## src/rtl/fft_frame_scheduler_if.sv

```systemverilog
// fft_frame_scheduler_if: sample-history input, frame stream and status bundle for the FFT frame scheduler.
interface fft_frame_scheduler_if #(parameter int WIDTH = 18);
  logic             new_t;
  logic [WIDTH-1:0] t [16];
  logic             frame_ready;
  logic             fft_done;
  logic             frame_valid;
  logic [WIDTH-1:0] frame_data;
  logic [3:0]       frame_idx;
  logic             frame_last;
  logic             frame_start;
  logic             busy;
  logic             overrun;
  logic [7:0]       overrun_cnt;
  modport master (
    input  new_t, t, frame_ready, fft_done,
    output frame_valid, frame_data, frame_idx, frame_last, frame_start, busy, overrun, overrun_cnt
  );
  modport slave (
    output new_t, t, frame_ready, fft_done,
    input  frame_valid, frame_data, frame_idx, frame_last, frame_start, busy, overrun, overrun_cnt
  );
endinterface

```

## src/rtl/fft_frame_scheduler.sv

```systemverilog
// fft_frame_scheduler: snapshots the 16-tap history every HOP samples and streams it oldest-first to the FFT.
// FFT_SCHED_OVERRUN_CNT_EN builds the saturating dropped-frame counter; otherwise overrun_cnt is 0.
module fft_frame_scheduler #(
  parameter int HOP   = 8,
  parameter int WIDTH = 18
) (
  input logic clk,
  input logic reset,
  fft_frame_scheduler_if.master bus
);
  typedef enum logic [1:0] {IDLE, STREAM, WAIT_DONE} state_t;
  state_t           r_state, w_state_n;
  logic [4:0]       r_fill, r_hop;
  logic [3:0]       r_idx, w_idx_n;
  logic [WIDTH-1:0] r_snap [16];
  logic [WIDTH-1:0] r_data;
  logic             r_last, r_start, r_overrun;
  logic             w_hop, w_accept, w_xfer;
  // the sample that completes priming also launches the first frame
  assign w_hop    = bus.new_t && (r_fill == 5'd15 || (r_fill == 5'd16 && r_hop == 5'(HOP - 1)));
  assign w_accept = w_hop && (r_state == IDLE || (r_state == WAIT_DONE && bus.fft_done));
  assign w_xfer   = r_state == STREAM && bus.frame_ready;
  assign w_idx_n  = w_xfer ? r_idx + 4'd1 : r_idx;
  always_comb begin
    w_state_n = r_state;
    w_state_n = w_accept ? STREAM :
                (w_xfer && r_idx == 4'hf) ? WAIT_DONE :
                (r_state == WAIT_DONE && bus.fft_done) ? IDLE : r_state;
  end
  always_ff @(posedge clk) begin
    if (!reset) begin
      r_state   <= IDLE;
      r_fill    <= '0;
      r_hop     <= '0;
      r_idx     <= '0;
      r_data    <= '0;
      r_last    <= 1'b0;
      r_start   <= 1'b0;
      r_overrun <= 1'b0;
      for (int i = 0; i < 16; i++) r_snap[i] <= '0;
    end else begin
      r_state <= w_state_n;
      r_idx   <= w_idx_n;
      if (bus.new_t) begin
        r_fill <= (r_fill == 5'd16) ? r_fill : r_fill + 5'd1;
        r_hop  <= (w_hop || r_fill != 5'd16) ? 5'd0 : r_hop + 5'd1;
      end
      for (int i = 0; i < 16; i++) if (w_accept) r_snap[i] <= bus.t[15 - i];
      // on acceptance the snapshot is still in flight, so index 0 comes straight from the oldest tap
      r_data    <= (w_state_n != STREAM) ? '0 : w_accept ? bus.t[15] : r_snap[w_idx_n];
      r_last    <= w_state_n == STREAM && w_idx_n == 4'hf;
      r_start   <= w_accept;
      r_overrun <= w_hop && !w_accept;
    end
  end
`ifdef FFT_SCHED_OVERRUN_CNT_EN
  logic [7:0] r_ocnt;
  always_ff @(posedge clk) begin
    if (!reset) r_ocnt <= '0;
    else if (w_hop && !w_accept && r_ocnt != 8'hff) r_ocnt <= r_ocnt + 8'd1;
  end
  assign bus.overrun_cnt = r_ocnt;
`else
  assign bus.overrun_cnt = '0;
`endif
  assign bus.frame_valid = r_state == STREAM;
  assign bus.busy        = r_state != IDLE;
  assign bus.frame_data  = r_data;
  assign bus.frame_idx   = r_idx;
  assign bus.frame_last  = r_last;
  assign bus.frame_start = r_start;
  assign bus.overrun     = r_overrun;
endmodule

```

## src/flat_wrapper.sv

```systemverilog
// flat-port wrapper written by rule: the top's interface ports become plain ports
module fft_frame_scheduler_flat 
#(
  parameter int HOP   = 8,
  parameter int WIDTH = 18
)
  (clk, reset, bus_new_t, bus_t, bus_frame_ready, bus_fft_done, bus_frame_valid, bus_frame_data, bus_frame_idx, bus_frame_last, bus_frame_start, bus_busy, bus_overrun, bus_overrun_cnt);
  fft_frame_scheduler_if #(.WIDTH(WIDTH)) bus_i ();
  input logic clk;
  input logic reset;
  input wire logic [$bits(bus_i.new_t)-1:0] bus_new_t;
  input wire logic [$bits(bus_i.t)-1:0] bus_t;
  input wire logic [$bits(bus_i.frame_ready)-1:0] bus_frame_ready;
  input wire logic [$bits(bus_i.fft_done)-1:0] bus_fft_done;
  output wire logic [$bits(bus_i.frame_valid)-1:0] bus_frame_valid;
  output wire logic [$bits(bus_i.frame_data)-1:0] bus_frame_data;
  output wire logic [$bits(bus_i.frame_idx)-1:0] bus_frame_idx;
  output wire logic [$bits(bus_i.frame_last)-1:0] bus_frame_last;
  output wire logic [$bits(bus_i.frame_start)-1:0] bus_frame_start;
  output wire logic [$bits(bus_i.busy)-1:0] bus_busy;
  output wire logic [$bits(bus_i.overrun)-1:0] bus_overrun;
  output wire logic [$bits(bus_i.overrun_cnt)-1:0] bus_overrun_cnt;
  assign bus_i.new_t = bus_new_t;
  assign bus_i.t = {>>{bus_t}};
  assign bus_i.frame_ready = bus_frame_ready;
  assign bus_i.fft_done = bus_fft_done;
  assign bus_frame_valid = bus_i.frame_valid;
  assign bus_frame_data = bus_i.frame_data;
  assign bus_frame_idx = bus_i.frame_idx;
  assign bus_frame_last = bus_i.frame_last;
  assign bus_frame_start = bus_i.frame_start;
  assign bus_busy = bus_i.busy;
  assign bus_overrun = bus_i.overrun;
  assign bus_overrun_cnt = bus_i.overrun_cnt;
  fft_frame_scheduler #(.HOP(HOP), .WIDTH(WIDTH)) u_core (.clk(clk), .reset(reset), .bus(bus_i));
endmodule
```

## config.mk

```make
export PLATFORM = sky130hd
export DESIGN_NAME = fft_frame_scheduler_flat
export DESIGN_NICKNAME = d
export VERILOG_FILES = /design/src/rtl/fft_frame_scheduler_if.sv /design/src/rtl/fft_frame_scheduler.sv /design/src/flat_wrapper.sv
export SDC_FILE = /design/constraint.sdc
export NUM_CORES = 1
export LEC_CHECK = 0
export CAP_MARGIN = 20
export CORE_MARGIN = 4
export CORE_UTILIZATION = 47
export DETAILED_ROUTE_END_ITERATION = 16
export GPL_TIMING_DRIVEN = 0
export PLACE_DENSITY = 0.88
export SLEW_MARGIN = 20
export SYNTH_ARGS = -nofsm -noshare
export SYNTH_HDL_FRONTEND = slang
export SYNTH_SLANG_ARGS = --single-unit
export TNS_END_PERCENT = 100
```

## constraint.sdc

```tcl
create_clock -name clk -period 12.3 [get_ports clk]
set_clock_uncertainty 0.1 [all_clocks]
set_input_delay 3.69 -clock clk [delete_from_list [all_inputs] [get_ports clk]]
set_output_delay 3.69 -clock clk [all_outputs]
set_load 0.01 [all_outputs]
```

# After elaboration in Yosys (flattened, before gate mapping)
# Memories as Yosys holds them, arrays and structs flattened.
# Index checks and enable logic that the tools add are counted.
# totals
wordCells	82
ff_bits	37
latchBits	0
output_inout_bits	35
ram_bits	288
mem_count	1
in_bits	293
romBits	0
# mem_list
name	depth	width	read_ports	rd_clocked_by_memory_dff	write_ports	line	text
u_core.r_snap	16	18	1	0	16	fft_frame_scheduler.sv:15	logic [WIDTH-1:0] r_snap [16];
# classes
n_lt_le_gt_ge	0
n_mux	26
n_shift	0
multipliers	0
n_eq_ne	10
reduce_logical	16
div_mod_pow	0
bitwise_logic	18
addsub	3
# ops
cell	count
18-bit 2-to-1 mux	17
1-bit OR	16
5-bit by 1-bit adder with 5-bit output (second input constant)	2
4-bit equality test (second input constant)	2
1-bit logical AND	8
2-bit 2-to-1 mux	3
5-bit by 3-bit equality test with 1-bit output (second input constant)	1
5-bit by 4-bit equality test with 1-bit output (second input constant)	1
5-bit equality test (second input constant)	1
5-bit 2-to-1 mux	1
5-bit inequality test (second input constant)	1
4-bit by 1-bit adder with 4-bit output (second input constant)	1
2-bit by 1-bit equality test with 1-bit output (second input constant)	2
1-bit 2-to-1 mux	4
4-bit 2-to-1 mux	1
1-bit logical OR	3
2-bit equality test (second input constant)	1
2-bit logical NOT	1
2-bit by 1-bit inequality test with 1-bit output (second input constant)	1
1-bit NOT	2
2-bit AND reduction	1
2-bit nonzero test	1
2-bit OR reduction	1
1-bit logical NOT	1

# Longest topological paths before layout
# logic_depth
depth_word	9
depth_mapped	10
mapped_depth_nobuf	8

# Worst setup path after synthesis
# Ideal clock, no wire load.
# synth_timing
kind	input-to-reg
from	input bus_fft_done
to	memory u_core.r_snap[0][0], enable pin
path_slack_ns	0.224
t_arrival_ns	11.272
n_path_buf	1
cell_stages	5
setup_ns	0.704
t_required_ns	11.496
path_cell_list	inv_1 a21oi_1 and3b_1 buf_2 nand2b_1
# synth_lines
element	line	text
start, declared	flat_wrapper.sv:14	input wire logic [$bits(bus_i.fft_done)-1:0] bus_fft_done;
end, declared	fft_frame_scheduler.sv:15	

==> qor.csv <==
stage,metric,value,unit
grt,grtUsageTotal,25.7,%
floorplanning,rows,67,
sta,worst_pin_slew,0.823,ns
sta,min_period,6.29,ns
sta,slew_headroom,45.1,%
power_and_ir_drop,p_sw,519,uW
sta,finalSetupViolCount,0,
critical_path,cp_top_family,buffers and inverters,
critical_path,crit_path_end_kind,flip-flop,
clock_tree,clock_path_buffers,3,
finish,area_growth,31.9,%
clock_tree,clk_pin_slew,0.06,ns
power_and_ir_drop,p_sw_share,20.4,%
clock_tree,cts_resized,0,
grt,grt_max_degree,60,
clock_tree,cts_buffers,35,
job,drv_cap,0,
critical_path,cp-startpoint,bus_fft_done,
critical_path,r2r-end,u_core.r_snap[3][2]$_SDFFCE_PN0P_,
power_and_ir_drop,irDropWorstVdd,75.2,uV
placed_design,port_buffers,318,
critical_path,crit_buf_inv,6,
power_and_ir_drop,comb_power_share,7.3,%
power_and_ir_drop,p_seq_share,49.9,%
floorplanning,ios,328,
critical_path,start_kind,input pin,
critical_path,crit_slowest_cell,nand2b_4,
yosys,yosys.cell_count.top_type,and2_1,
yosys,synth_seq_cells,325,
critical_path,worstReg2RegStart,u_core.r_hop[0]$_SDFFE_PN0P_,
floorplanning,die-area,37100,sq um
yosys,synth.top_cell.area_share,54.1,%
sta,min_period_over_period,51.1,%
grt,first_global_vias,12300,
clock_tree,cts_root_buf,clkbuf_16,
yosys,synth_top_area_cell,edfxtp_1,
yosys,syn_area,16000,sq um
critical_path,cp_max_fo,59,
sta,final-max-slew-violation-count,0,
detailed_routing,drc,0,
detailed_routing,post_drt_wl_per_cell,22.8,um
critical_path,critical_path_depth,9,
critical_path,crit_path_cell_trace,clkdlybuf4s50_1 > inv_1 > a21oi_1 > and3b_1 > buf_2 > nand2b_4 > buf_16 > buf_16 > buf_12,
yosys,synthArstFlopShare,0,%
yosys,syn_area_per_cell,12.3,sq um
clock_tree,cts_hold_buf,0,
critical_path,crit_required,12.41,ns
sta,hold_violations,0,
floorplanning,die_h,192,um
detailed_routing,postRouteAntennaNets,0,
clock_tree,clk_latency,0.52,ns
finish,nets,1966,
hold_path,hold_path_class,reg2reg,
outcome,status,"finished, final reports clean",
grt,grt_pass1_wl,71100,um
detailed_routing,num_vias,12100,
detailed_routing,wirelength,49000,um
yosys,synth_edf_count,288,
sta,hold_slack,0.427,ns
clock_tree,clock-sinks,325,
critical_path,crit_arrival,6.40,ns
critical_path,cpMostUsedCell,buf_16,
sta,worst_slack,6.01,ns
grt,antenna_found_initial,5,
yosys,yosysWarnings,0,
clock_tree,h-tree-depth,2,
floorplanning,die_x,192,um
grt,overflow,0,
clock_tree,cts_tree,done,
placed_design,gp_congestion,0.931,
sta,setup-tns-final,0,ns
sta,fmax,159,MHz
yosys,synth.area.top_cells,"edfxtp_1 (54%), and2_1 (12%), mux4_2 (5.1%), mux2i_1 (4.9%), dfxtp_1 (4.6%)",
power_and_ir_drop,p_leak,7.43,nW
floorplanning,initial_utilization,47.7,%
yosys,ys_seq_area_share,58.7,%
detailed_routing,drt_iter0_markers,1155,
yosys,synth_cells,1301,
floorplanning,core,33500,sq um
critical_path,rr_worst_depth,9,
sta,rsz0062_at_grt,false,
power_and_ir_drop,power.density,120,nW/um^2
detailed_routing,vias_per_cell,5.64,
critical_path,reg2reg_slack,8.73,ns
clock_tree,post-cts-setup-buffers,0,
finish,drive_gt1_share,10.6,%
critical_path,max_stage_delay,0.54,ns
placed_design,dp_hpwl,37400,um
yosys,ys_types,57,
power_and_ir_drop,p_int,2.02,mW
detailed_routing,drt_first_pass_iters,6,
critical_path,critPathKind,in2reg,
critical_path,worstSetupEndpoint,u_core.r_snap[3][2]$_SDFFCE_PN0P_,
yosys,synth.top_cells.by_count,"and2_1 (295), edfxtp_1 (288), nand2_1 (150), mux2i_1 (79), nand3_1 (56)",
power_and_ir_drop,p_clk_share,42.8,%
placed_design,dp_slack,5.50,ns
yosys,yosys_most_used_dff,edfxtp_1,
## worst min path at each step
stage,startpoint,slack (ns),depth (start not counted),end
final,u_core.r_hop[4]$_SDFFE_PN0P_,0.43,2,u_core.r_hop[4]$_SDFFE_PN0P_
after global placement,u_core.r_fill[1]$_SDFFE_PN0P_,0.39,2,u_core.r_fill[1]$_SDFFE_PN0P_
after CTS,u_core.r_hop[4]$_SDFFE_PN0P_,0.43,2,u_core.r_hop[4]$_SDFFE_PN0P_
after floorplan,u_core.r_fill[1]$_SDFFE_PN0P_,0.37,2,u_core.r_fill[1]$_SDFFE_PN0P_
after global routing,u_core.r_hop[4]$_SDFFE_PN0P_,0.46,2,u_core.r_hop[4]$_SDFFE_PN0P_
after detailed placement,u_core.r_hop[4]$_SDFFE_PN0P_,0.41,2,u_core.r_hop[4]$_SDFFE_PN0P_
## worst register-to-register path, stage by stage, from the launching register on
cell and delay, ns:
dfxtp_1 0.38, ha_1 0.21, nor4bb_1 0.47, a21oi_1 0.15, and3b_1 0.25, buf_2 0.21
nand2b_4 0.54, buf_16 0.35, buf_16 0.33, buf_12 0.27
## stage by stage
step	power, mW	instance area (sq um)	instances	util (%)
floorplan	1.36	16000	1308	-
global placement	1.48	19800	2074	59.0
detailed placement	1.47	19900	2079	59.3
CTS	2.55	21100	2143	62.9
global route	2.61	21100	2148	62.9
finish	2.54	21100	2149	62.9
## routing by layer
layer  vias to the layer above  routed length, um  global-route usage (%)
li1                       5425                  -                       -
met1                      5854              18300                    32.6
met2                       706              23900                    43.4
met3                       134               4220                    3.65
met4                         0               2570                    12.8
met5                         -                  0                       0
## state kept, by name (all words and copies together), names as in the netlist
register	count
u_core.r_snap	288
u_core.r_hop	5
u_core.r_state	2
u_core.bus.frame_last	1
u_core.bus.frame_idx	4
u_core.bus.overrun	1
u_core.bus.frame_start	1
u_core.r_fill	5
u_core.bus.frame_data	18
## cell type report
cell class                      count  area (sq um)
Antenna cell                        6          15.0
Buffer                            103           526
Clock buffer                       45           956
Clock inverter                     19           231
Fill cell                        2474         12400
Inverter                            6          22.5
Multi-Input combinational cell    874          6090
Sequential cell                   325          9390
Tap cell                          448           561
Timing Repair Buffer              323          3310
## power groups by stage
stage,Combinational (mW),Sequential (mW),Clock (mW)
detailed placement,0.184,1.29,0
global route,0.198,1.27,1.14
floorplan,0.0609,1.30,0
finish,0.186,1.27,1.09
global placement,0.175,1.31,0
CTS,0.186,1.27,1.10
## kinds of logic (layout without fill, tap and decap cells)
logic type / after synthesis / in the layout / synth area share (%)
AND/OR/NAND/NOR: 607 / 607 / 20.5
multiplexers: 134 / 134 / 11.3
flip-flops: 325 / 325 / 58.7
AO/OA/AOI/OAI: 109 / 109 / 4.78
other: 1 / 14 / 0.0234
XOR/XNOR: 11 / 11 / 0.813
adder cells (fa/ha/maj): 5 / 5 / 0.391
buffers and inverters: 109 / 496 / 3.43
## cells in the final DEF (no fill, tap or decap), types with 18 or more instances in the layout
cell             count
clkdlybuf4s50_1    318
and2_1             295
edfxtp_1           288
nand2_1            150
mux2i_1             79
clkbuf_1            57
nand3_1             56
nor2_1              44
o22ai_1             38
clkbuf_16           37
dfxtp_1             37
mux4_2              36
buf_2               33
nand4_1             21
a21oi_1             20
mux2_2              19
or3_1               18
a31oi_1             18
Note: power is estimated with default switching activity, not from simulation.
